==> config.mk <==
export PLATFORM = sky130hd
export DESIGN_NAME = divider_ctrl
export DESIGN_NICKNAME = d
export VERILOG_FILES = /design/src/rtl/divider_pkg.sv /design/src/rtl/divider_core.sv /design/src/rtl/divider_ctrl.sv
export SDC_FILE = /design/constraint.sdc
export NUM_CORES = 1
export LEC_CHECK = 0
export ABC_CLOCK_PERIOD_IN_PS = 3200
export CAP_MARGIN = 20
export CORE_ASPECT_RATIO = 1.75
export CORE_MARGIN = 2
export CORE_UTILIZATION = 40
export CTS_CLUSTER_DIAMETER = 40
export DETAILED_ROUTE_END_ITERATION = 6
export PLACE_DENSITY = 0.68
export SYNTH_ARGS = -nofsm -noshare
export SYNTH_HDL_FRONTEND = slang
export SYNTH_SLANG_ARGS = --single-unit
==> constraint.sdc <==
create_clock -name sys_clock -period 3.2 [get_ports sys_clock]
set_input_delay 0.64 -clock sys_clock [delete_from_list [all_inputs] [get_ports sys_clock]]
set_output_delay 0.64 -clock sys_clock [all_outputs]
set_load 0.05 [all_outputs]
==> src/rtl/divider_pkg.sv <==
// Shared types and helpers for the run-time programmable clock divider.
// Holds the controller state encoding, the minimum legal ratio and the high-phase length rule.
package divider_pkg;

    typedef enum logic [1:0] {
        ST_RUN      = 2'd0,
        ST_ARB      = 2'd1,
        ST_WAIT_BND = 2'd2
    } state_e;

    localparam int unsigned MIN_DIV = 2;

    // Odd ratios spend the extra cycle in the high phase.
    function automatic int unsigned half_of(input int unsigned div);
        return (div + 1) >> 1;
    endfunction

endpackage

==> src/rtl/divider_core.sv <==
// Period counter and registered clk_out/clk_en; outputs lag the counter by one edge.
// No backpressure: runs every cycle, load_i restarts the period at cnt = 0.
module divider_core
    import divider_pkg::*;
#(
    parameter int DIV_W = 8
) (
    input  logic             clk_i,
    input  logic             rst_i,
    input  logic [DIV_W-1:0] div_active_i,
    input  logic             load_i,
    output logic             last_o,
    output logic             clk_out_o,
    output logic             clk_en_o
);

    logic [DIV_W-1:0] cnt_q;
    logic [DIV_W-1:0] cnt_d;
    logic [DIV_W-1:0] half;
    logic             clk_out_q;
    logic             clk_out_d;
    logic             clk_en_q;
    logic             clk_en_d;

    assign half   = DIV_W'(half_of(32'(div_active_i)));
    assign last_o = (cnt_q == div_active_i - DIV_W'(1));

    always_comb begin
        cnt_d     = cnt_q + DIV_W'(1);
        clk_out_d = (cnt_q < half);
        clk_en_d  = (cnt_q == '0);
        if (last_o || load_i) begin
            cnt_d = '0;
        end
    end

    always_ff @(posedge clk_i or posedge rst_i) begin
        if (rst_i) begin
            cnt_q     <= '0;
            clk_out_q <= 1'b0;
            clk_en_q  <= 1'b0;
        end else begin
            cnt_q     <= cnt_d;
            clk_out_q <= clk_out_d;
            clk_en_q  <= clk_en_d;
        end
    end

    assign clk_out_o = clk_out_q;
    assign clk_en_o  = clk_en_q;

endmodule

==> src/rtl/divider_ctrl.sv <==
// Round-robin arbitration of divider ratio requests; a new ratio is applied only at a period boundary.
// Ack 2 cycles after request for reject/same-ratio, else at the next boundary; requesters hold valid until ack.
module divider_ctrl
    import divider_pkg::*;
#(
    parameter int NUM_REQ     = 4,
    parameter int DIV_W       = 8,
    parameter int DEFAULT_DIV = 5
) (
    input  logic                       sys_clock,
    input  logic                       sys_rst,
    input  logic [NUM_REQ-1:0]         req_valid,
    input  logic [NUM_REQ*DIV_W-1:0]   req_div,
    output logic [NUM_REQ-1:0]         req_ack,
    output logic                       req_err,
    output logic [$clog2(NUM_REQ)-1:0] owner,
    output logic [DIV_W-1:0]           div_active,
    output logic                       busy,
    output logic                       clk_out,
    output logic                       clk_en
);

    localparam int IDX_W = $clog2(NUM_REQ);

    state_e             state_q, state_d;
    logic [IDX_W-1:0]   rr_ptr_q, rr_ptr_d;
    logic [IDX_W-1:0]   owner_q, owner_d;
    logic [IDX_W-1:0]   win_q, win_d;
    logic [DIV_W-1:0]   div_active_q, div_active_d;
    logic [DIV_W-1:0]   div_next_q, div_next_d;
    logic [NUM_REQ-1:0] req_ack_q, req_ack_d;
    logic               req_err_q, req_err_d;

    logic [NUM_REQ-1:0] vld_eff;
    logic [IDX_W-1:0]   cand;
    logic [IDX_W-1:0]   win;
    logic [IDX_W-1:0]   win_inc;
    logic [DIV_W-1:0]   win_div;
    logic               last;
    logic               load;

    // A requester may still show valid in its ack cycle; don't serve it twice.
    assign vld_eff = req_valid & ~req_ack_q;

    always_comb begin
        win  = rr_ptr_q;
        cand = rr_ptr_q;
        for (int k = NUM_REQ - 1; k >= 0; k--) begin
            cand = IDX_W'((int'(rr_ptr_q) + k) % NUM_REQ);
            if (vld_eff[cand]) begin
                win = cand;
            end
        end
    end

    assign win_inc = (win == IDX_W'(NUM_REQ - 1)) ? '0 : win + IDX_W'(1);
    assign win_div = req_div[int'(win) * DIV_W +: DIV_W];

    always_comb begin
        state_d      = state_q;
        rr_ptr_d     = rr_ptr_q;
        owner_d      = owner_q;
        win_d        = win_q;
        div_active_d = div_active_q;
        div_next_d   = div_next_q;
        req_ack_d    = '0;
        req_err_d    = 1'b0;
        load         = 1'b0;
        case (state_q)
            ST_RUN: begin
                if (|vld_eff) begin
                    state_d = ST_ARB;
                end
            end
            ST_ARB: begin
                state_d = ST_RUN;
                if (|vld_eff) begin
                    rr_ptr_d = win_inc;
                    win_d    = win;
                    if (win_div < DIV_W'(MIN_DIV)) begin
                        req_ack_d[win] = 1'b1;
                        req_err_d      = 1'b1;
                    end else if (win_div == div_active_q) begin
                        req_ack_d[win] = 1'b1;
                        owner_d        = win;
                    end else begin
                        div_next_d = win_div;
                        state_d    = ST_WAIT_BND;
                    end
                end
            end
            ST_WAIT_BND: begin
                if (last) begin
                    div_active_d     = div_next_q;
                    owner_d          = win_q;
                    req_ack_d[win_q] = 1'b1;
                    load             = 1'b1;
                    state_d          = ST_RUN;
                end
            end
            default: state_d = ST_RUN;
        endcase
    end

    always_ff @(posedge sys_clock or posedge sys_rst) begin
        if (sys_rst) begin
            state_q      <= ST_RUN;
            rr_ptr_q     <= '0;
            owner_q      <= '0;
            win_q        <= '0;
            div_active_q <= DIV_W'(DEFAULT_DIV);
            div_next_q   <= DIV_W'(DEFAULT_DIV);
            req_ack_q    <= '0;
            req_err_q    <= 1'b0;
        end else begin
            state_q      <= state_d;
            rr_ptr_q     <= rr_ptr_d;
            owner_q      <= owner_d;
            win_q        <= win_d;
            div_active_q <= div_active_d;
            div_next_q   <= div_next_d;
            req_ack_q    <= req_ack_d;
            req_err_q    <= req_err_d;
        end
    end

    divider_core #(
        .DIV_W(DIV_W)
    ) u_core (
        .clk_i       (sys_clock),
        .rst_i       (sys_rst),
        .div_active_i(div_active_q),
        .load_i      (load),
        .last_o      (last),
        .clk_out_o   (clk_out),
        .clk_en_o    (clk_en)
    );

    assign req_ack    = req_ack_q;
    assign req_err    = req_err_q;
    assign owner      = owner_q;
    assign div_active = div_active_q;
    assign busy       = (state_q != ST_RUN);

endmodule

# Yosys cells after proc, flatten, opt, wreduce, memory -nomap -nowiden
# Index checks and enable logic that the tools add are counted.
classes:
  add_sub_neg: 7
  n_lt_le_gt_ge: 10
  n_eq_ne: 10
  n_shift: 1
  n_mux: 39
  bitwise_logic: 4
  n_reduce_logical: 13
ops:
  columns: ["op", "n"]
  rows:
  - ["$shiftx A32 B6 Y8", 1]
  - ["$mux W2", 14]
  - ["$lt A2 B3 Y1 const B", 6]
  - ["$eq A8 B8 Y1", 2]
  - ["$mux W4", 4]
  - ["$mux W1", 11]
  - ["$add A8 B1 Y9 const B", 1]
  - ["$add A8 B1 Y8 const B", 1]
  - ["$bmux W1 S2", 4]
  - ["$logic_not A8 Y1", 1]
  - ["$lt A8 B2 Y1 const B", 1]
  - ["$lt A8 B8 Y1", 1]
  - ["$mux W8", 1]
  - ["$ne A2 B2 Y1 const B", 4]
  - ["$pmux W4 S2", 1]
  - ["$sub A8 B1 Y8 const B", 1]
  - ["$pmux W2 S3", 1]
  - ["$reduce_and A2 Y1", 3]
  - ["$reduce_and A5 Y1", 1]
  - ["$add A2 B1 Y2 const B", 2]
  - ["$add A2 B2 Y2 const B", 2]
  - ["$and A4 B4 Y4", 1]
  - ["$demux W1 S2", 2]
  - ["$eq A2 B2 Y1 const B", 2]
  - ["12 further kinds", 16]
totals:
  reg_bits: 39
  in_bits: 38
  out_inout_bits: 18
  elab_cells: 95

# Logic depth before layout (Yosys ltp)
# Gate-level depths: netlist of run 1.
logic_depth:
  depth_word: 16
  depth_mapped: 13
  ltp_nobuf: 11

# Cells and area by module
# Synthesis of run 1 repeated with hierarchy kept, for this count alone.
hier_totals:
  cells_unflattened: 340
  area_unflattened_um2: 3198.1
by_module_without_submodules:
  columns: ["mod", "n_inst", "cells_per_inst", "area_each_um2", "seq_area_each_um2"]
  rows:
  - ["divider_ctrl", 1, 237, 2233.4, 730.7]
  - ["divider_core", 1, 103, 964.7, 250.2]

# Least setup slack after synthesis of run 1
# No wires, ideal clock.
synth_timing:
  path_type: "register -> register"
  startpoint: "register req_ack_q[0] (netlist: req_ack[0])"
  endpoint: "register div_next_q[1]"
  setup_time_ps: 125
  t_arrival_ps: 3081
  required_time_ps: 3075
  setup_slack_ps: -6
  stages_incl_launch_ff: 10
  n_path_buf: 0
  synth_period_minus_slack_ps: 3206
  path_cell_list: "dfrtp_1 > nand2b_2 > a2bb2oi_1 > o2bb2ai_1 > or4_4 > a21oi_1 > nor4b_2 > and4b_4 > nor3_4 > mux2_4"
synth_via:
  elab_chain_cells: 12
  elab_cells_between_ends: 21
  classes_between: "1 x order compare; 1 x eq/ne; 1 x shift; 12 x mux; 4 x bitwise; 2 x reduce/logical"
synth_lines:
  columns: ["element", "line", "rtl"]
  rows:
  - ["from (decl)", "divider_ctrl.sv:31", "logic [NUM_REQ-1:0] req_ack_q, req_ack_d;"]
  - ["from (signal assigned)", "divider_ctrl.sv:122", "req_ack_q <= req_ack_d;"]
  - ["$not A4 Y4 (*)", "divider_ctrl.sv:43", "assign vld_eff = req_valid & ~req_ack_q;"]
  - ["$and A4 B4 Y4 (*)", "divider_ctrl.sv:43", null]
  - ["$bmux W1 S2", "divider_ctrl.sv:50", "if (vld_eff[cand]) begin"]
  - ["$mux W1 (not written as such)", "divider_ctrl.sv:50", null]
  - ["$mux W2 (4 in a row)", "divider_ctrl.sv:50", null]
  - ["$shiftx A32 B6 Y8", "divider_ctrl.sv:57", "assign win_div = req_div[int'(win) * DIV_W +: DIV_W];"]
  - ["$lt A8 B2 Y1 / $eq A8 B8 Y1 (equally long branches)", "divider_ctrl.sv:80, divider_ctrl.sv:83", null]
  - ["$not A1 Y1 (no source line)", null, null]
  - ["$reduce_and A4 Y1 (no source line)", null, null]
  - ["to (signal assigned)", "divider_ctrl.sv:112", "div_next_q <= DIV_W'(DEFAULT_DIV);"]
  - ["to (signal assigned)", "divider_ctrl.sv:121", "div_next_q <= div_next_d;"]
  - ["to (decl)", "divider_ctrl.sv:30", "logic [DIV_W-1:0] div_next_q, div_next_d;"]
# Every way passes the cells marked *; elsewhere a longest branch is shown, timed or not. The select of a mux whose other input is x is not followed.
# A chain may end at the register's enable or synchronous reset.

# Worst setup path in the final report of run 1
layout_timing:
  startpoint: "input req_valid[0]"
  endpoint: "register div_next_q[1]"
layout_via:
  elab_chain_cells: 11
  elab_cells_between_ends: 20
  classes_between: "1 x order compare; 1 x eq/ne; 1 x shift; 12 x mux; 3 x bitwise; 2 x reduce/logical"
layout_lines:
  columns: ["element", "line", "rtl"]
  rows:
  - ["from (decl)", "divider_ctrl.sv:12", "input logic [NUM_REQ-1:0] req_valid,"]
  - ["$and A4 B4 Y4 (*)", "divider_ctrl.sv:43", null]
  - ["$bmux W1 S2", "divider_ctrl.sv:50", null]
  - ["$mux W1 (not written as such)", "divider_ctrl.sv:50", null]
  - ["$mux W2 (4 in a row)", "divider_ctrl.sv:50", null]
  - ["$shiftx A32 B6 Y8", "divider_ctrl.sv:57", null]
  - ["$lt A8 B2 Y1 / $eq A8 B8 Y1 (equally long branches)", "divider_ctrl.sv:80, divider_ctrl.sv:83", null]
  - ["$not A1 Y1 (no source line)", null, null]
  - ["$reduce_and A4 Y1 (no source line)", null, null]
# Marks and branches as above.

==> summary.txt, run 1 <==
Hold path
  – HP Class: reg2reg
  – Hold path start: div_next_q[0]$_DFFE_PP1P_
  – Hold path depth: 2
  – Worst Hold Endpoint: div_next_q[0]$_DFFE_PP1P_

Floorplanning
  – Die X-Extent: 73.0 um
  – Initial Utilization: 40.6%
  – Ports: 56
  – CORE AREA: 8200 um^2
  – Core Rows: 44
  – Die Span Y: 125 um
  – DIE AREA: 9100 um^2

Clocking
  – Worst-case clock buffer depth: 2
  – Clock transition at path regs: 50 ps
  – Clock sink total: 39
  – Root Buffer: clkbuf_16
  – CTS tree: done
  – CTS buffer count: 5
  – Worst-Skew Late Latency: 290 ps
  – Hold Buf Count CTS: 0
  – H-tree depth: 2

Placement
  – Dpl ws: -554 ps
  – Port buffer count: 55
  – DPL Wire Length: 7.78 mm
  – GP Congestion: 0.888

Worst setup path
  – Maximum fanout along the worst path: 7
  – RR Endpoint: div_next_q[1]$_DFFE_PP0P_
  – Data required time of the worst path: 3370 ps
  – R2r setup slk: 40 ps
  – RR Startpoint: rr_ptr_q[0]$_DFFE_PP0P_
  – Critical path capture point type: flip-flop
  – Arr. time, crit path: 3350 ps
  – Setup Crit Path Kind: in2reg
  – Startpoint types: input port
  – Worst r2r path cells: 12

Routing
  – Drt first-iter violations: 135
  – WL final: 10.1 mm
  – DR vias/cell: 5.77
  – Vias: 3347
  – Final ANT Viol Nets: 0
  – DRC viols: 0
  – First drt pass iteration count: 4
  – Wire per inst: 17.4 um

Synthesis
  – Post-synthesis cell type count: 67
  – Top_reg_cell synth: dfrtp_1
  – Top cells by count, synth: o21ai_0 (47), dfrtp_1 (35), inv_1 (25), nor2_1 (25), nand2_1 (20)
  – Post-synthesis cell area: 3330 um^2
  – Post-synth EDFFs: 0
  – Avg Cell Area, Syn: 8.68 um^2
  – #FFs+latches synth: 39
  – Synth warn: 0
  – Largest area contributor in the netlist: dfrtp_1
  – Register area share after synthesis: 29.4%
  – Share of the synthesized area in the top cell type: 26.3%
  – Most frequent cell after synthesis: o21ai_0
  – Asr flop ratio synth: 100%
  – Syn Nets: 440
  – Main area contributors after synthesis: dfrtp_1 (26%), o21ai_0 (7.1%), ha_1 (6.8%)
  – Syn Inst Count: 384

STA
  – Final Hold Viols: 0
  – Clock skew: 7.29 ps
  – Tmin final: 3180 ps
  – Tcrit/Tclk final: 99.3%
  – Final Worst Setup Slack: 21.4 ps
  – Maximum clock rate: 315 MHz
  – Final setup viols: 0
  – Least-Margin Pin Slew: 500 ps
  – Max_slew headroom: 66.5%
  – Count of pins over their slew limit: 0
  – RSZ-0062 raised after global routing: true

Power and ir drop
  – Flop pwr share: 23.1%
  – Clk pwr share: 17.7%
  – Net Switching: 1.14 mW
  – Comb power frac: 59.2%
  – Internal: 1.83 mW
  – Sw frac: 38.4%
  – Maximum VDD drop: 0.297 mV
  – Lkg Pwr: 1.99 nW
  – Power density cells: 628 nW/um^2

Cells and area
  – Ant diodes: 0
  – Share of layout cells above drive strength 1: 26.2%
  – Layout area overhead: 41.9%
  – Final core occ: 57.7%
  – Final net count: 543

Global routing
  – Initial antenna violation count: 0
  – Largest net degree at the start of global routing: 40
  – Gr usage total: 22.8%
  – Global route overflow: 0
  – Number of global-route vias before repair: 3469
  – First-pass GRT wire length: 16.3 mm

Job
  – Max-Cap Viols: 0

Status
  – Outcome: completed
## metrics by stage
stage | hold slack (ps) | setup TNS (ps) | std cells | power, mW | instance area [um^2]
after floorplan | 445 | 0 | 384 | 1.61 | 3330
after global placement | 455 | -6950 | 559 | 2.15 | 4300
after detailed placement | 456 | -7420 | 559 | 2.19 | 4300
after CTS | 468 | 0 | 578 | 2.90 | 4680
after global routing | 490 | -658 | 580 | 3.14 | 4730
final | 471 | 0 | 580 | 2.97 | 4730
## how the worst max path moves through the flow
| stage | from | endpoint | slack [ps] | depth (start not counted) |
|---|---|---|---|---|
| floorplan | div_active[0]$_DFFE_PP1P_ | owner[0]$_DFFE_PP0P_ | 30 | 11 |
| global placement | req_valid[2] | owner[1]$_DFFE_PP0P_ | -510 | 11 |
| detailed placement | req_valid[0] | owner[0]$_DFFE_PP0P_ | -550 | 10 |
| CTS | req_valid[0] | div_next_q[1]$_DFFE_PP0P_ | 10 | 11 |
| global route | req_valid[3] | div_next_q[1]$_DFFE_PP0P_ | -80 | 15 |
| finish | req_valid[0] | div_next_q[1]$_DFFE_PP0P_ | 20 | 13 |
## layer usage
| layer | GRT usage, % | part of all wire [%] | vias to the layer above |
|---|---|---|---|
| li1 | - | - | 1610 |
| met1 | 22.1 | 35 | 1619 |
| met2 | 43.6 | 58 | 83 |
| met3 | 2.27 | 2.1 | 35 |
| met4 | 13.3 | 5.1 | 0 |
| met5 | 0 | 0 | - |
## power groups by stage
stage	logic (mW)	clock network, mW	registers (mW)
3_5_place_dp	1.49	0	0.697
3_3_place_gp	1.45	0	0.692
4_1_cts	1.69	0.532	0.681
6_report	1.76	0.527	0.685
2_1_floorplan	0.931	0	0.679
5_1_grt	1.89	0.554	0.695
## cells in the final DEF (no fill, tap or decap), drive strengths merged, types with 8 or more instances in the layout
| master | count |
|---|---|
| nor2 | 25 |
| clkdlybuf4s50 | 51 |
| and3 | 8 |
| dfrtp | 35 |
| clkbuf | 8 |
| xor2 | 10 |
| inv | 26 |
| o21ai | 48 |
| ha | 18 |
| o211ai | 19 |
| nand2 | 20 |
| mux2 | 10 |
| nor3 | 11 |
| xnor2 | 12 |
| buf | 62 |
| nand3 | 20 |
| a21oi | 16 |
## worst max-delay path, stage by stage
cell and delay [ps]:
clkdlybuf4s15_2 200, or4b_4 460, buf_6 140, buf_4 150, nand3_1 90, a21oi_1 40, or4_4 430, a21o_1 180
a22o_1 160, and4b_4 360, nor3_4 50, buf_12 140, mux2_4 290
## registers in the layout, indices dropped and copies added, names as in the netlist
signal            flops
div_active            8
div_next_q            8
owner                 2
req_ack               4
req_err               1
rr_ptr_q              2
state_q               2
u_core.clk_en_o       1
u_core.clk_out_o      1
u_core.cnt_q          8
win_q                 2
## logic make-up (layout without fill, tap and decap cells)
kind of cell,after synthesis,after routing,synth area share (%)
compound gates,116,116,23.4
xor+xnor,22,22,5.78
fa+ha+maj,18,18,6.76
buf+inv,48,152,6.35
flops,39,39,29.4
mux,15,15,5.71
simple gates,126,126,22.5
## cell type report
type                            instances  area [um^2]
Fill cell                             745         3470
Sequential cell                        39          983
Multi-Input combinational cell        297         2270
Tap cell                               92          115
Inverter                               26         97.6
Clock buffer                            8          156
Timing Repair Buffer                  118         1100
## what timing repair did
| action | CTS | global route |
|---|---|---|
| cloned | 2 | 0 |
| setup endpoints to repair | 15 | 12 |
| buffers inserted | 10 | 2 |
| pin swaps | 11 | 8 |
| hold endpoints to repair | 0 | 0 |
| resized for setup | 41 | 4 |
Power figures use the tool's default switching activity.
==> run 2: changes to the inputs <==
Settings changed: MAX_ROUTING_LAYER set to met4.
==> run 2 against run 1 <==
  * Design area grew 2.2%
  * Sequential cell count stayed put
  * Combinational power up 6%
  * Via count up 1.7%
  * Power increased by 5.7%
  * Hold slack worse by 5.2 ps
  * First-iteration DRC count grew 44%
  * Setup slack better by 61 ps
  * Critical path type is now reg2reg
  * Critical endpoint unchanged
  * Largest cell class unchanged
==> summary.txt, run 2 (synthesis results as in run 1) <==
Cells and area
  – Cell area after layout: 4830 um^2
  – Cell Count, Final, Fillers Out: 585
  – Final net count: 548
  – Final core occ: 58.9%
  – Layout area overhead: 45.1%
  – Ant diodes: 0
  – Commonest non-fill, non-tap cell in the layout: buf_4
  – Most frequent cells in the layout: buf_4 (54), clkdlybuf4s50_1 (51), o21ai_0 (43)
  – Share of layout cells above drive strength 1: 28.8%

Routing
  – Vias: 3404
  – DR vias/cell: 5.82
  – Drt first-iter violations: 194
  – First drt pass iteration count: 4
  – Final ANT Viol Nets: 0
  – DRC viols: 0
  – WL final: 10.3 mm
  – Wire per inst: 17.6 um

Floorplanning
  – Die Span Y: 125 um
  – Initial Utilization: 40.6%
  – DIE AREA: 9100 um^2
  – Core Rows: 44
  – CORE AREA: 8200 um^2
  – Ports: 56
  – Die X-Extent: 73.0 um

Job
  – Max-Cap Viols: 0

STA
  – Least-Margin Pin Slew: 502 ps
  – RSZ-0062 raised after global routing: true
  – Tmin final: 3120 ps
  – Final Hold Viols: 0
  – Maximum clock rate: 321 MHz
  – Clock skew: 6.73 ps
  – Final setup viols: 0
  – Tcrit/Tclk final: 97.4%
  – Max_slew headroom: 66.4%
  – Count of pins over their slew limit: 0

Clocking
  – Clock sink total: 39
  – Clock transition at path regs: 60 ps
  – CTS buffer count: 5
  – Worst-case clock buffer depth: 2
  – H-tree depth: 2
  – Worst-Skew Late Latency: 290 ps
  – Root Buffer: clkbuf_16
  – CTS tree: done

Global routing
  – Largest net degree at the start of global routing: 40
  – Number of global-route vias before repair: 3443
  – Global route overflow: 0
  – Initial antenna violation count: 0
  – Gr usage total: 23.4%
  – First-pass GRT wire length: 16.3 mm

Worst setup path
  – Setup Crit Path Kind: reg2reg
  – Data required time of the worst path: 3370 ps
  – Maximum fanout along the worst path: 8
  – Arr. time, crit path: 3280 ps
  – Critical path capture point type: flip-flop
  – Startpoint types: flip-flop
  – R2r setup slk: 80 ps

Hold path
  – HP Class: reg2reg

Placement
  – Placed Area: 4290 um^2
  – DP Cell Count: 561
  – DPL Wire Length: 7.84 mm
  – Port buffer count: 55
  – GP Congestion: 0.924

Status
  – Outcome: completed

Power and ir drop
  – Power density cells: 650 nW/um^2
  – Lkg Pwr: 2.04 nW
  – Maximum VDD drop: 0.351 mV
==> run 2: per-layer routing <==
layer / track usage [%] / routed length [um] / vias to the layer above
met5: - / 0 / -
met4: 12.2 / 414 / 0
met3: 2.10 / 253 / 34
met2: 43.5 / 6080 / 99
met1: 22.6 / 3570 / 1656
li1: - / - / 1615
==> run 2: layout make-up <==
type / count / area (um^2)
fillers: 693 / 3370
multi-input cells: 297 / 2340
repair buffers: 123 / 1110
flip-flops and latches: 39 / 985
clock buffers: 6 / 139
well taps: 92 / 115
inverters: 26 / 100
clock inverters: 2 / 35.0
==> run 2: what timing repair did <==
action,in CTS,in global routing
cloned,1,0
hold endpoints to repair,0,0
resized for setup,36,30
endpoints found under the setup margin,15,14
hold buffers,0,0
buffers inserted,2,13
pin swaps,11,14
==> run 2: path summary, 6_finish.rpt <==
check                                           from                        end  cells past startpoint
max                          rr_ptr_q[1]$_DFFE_PP0P_  div_next_q[1]$_DFFE_PP0P_                     11
min                        div_next_q[2]$_DFFE_PP1P_  div_next_q[2]$_DFFE_PP1P_                      2
max reg2reg                  rr_ptr_q[1]$_DFFE_PP0P_  div_next_q[1]$_DFFE_PP0P_                     11
min reg2reg                div_next_q[2]$_DFFE_PP1P_  div_next_q[2]$_DFFE_PP1P_                      2
max in group asynchronous                    sys_rst       req_ack[0]$_DFF_PP0_                      3
min in group asynchronous                    sys_rst  u_core.cnt_q[6]$_DFF_PP0_                      3
==> run 2: worst max-delay path: stages (launching register included) <==
cell and delay, ps:
dfrtp_2 470, buf_6 140, or4b_4 510, buf_6 160, nand3_2 70, a21oi_2 30
or4_4 450, a21oi_4 190, nor4b_4 60, and4b_4 210, nor3_4 360, mux2_4 340
==> run 2: where the power goes <==
group          internal [mW]  switching (mW)  total [mW]
Combinational          0.974           0.897        1.87
Sequential             0.603          0.0850       0.688
Clock                  0.387           0.194       0.581
==> run 2: through the flow <==
step                      power, mW  setup TNS (ps)  setup WS, ps  hold slack [ps]
final                          3.14               0          82.3              466
after global routing           3.33           -74.5         -27.3              495
after CTS                      2.94               0         0.494              467
after detailed placement       2.19           -6660          -507              457
after global placement         2.16           -6450          -463              455
after floorplan                1.61               0          32.5              445
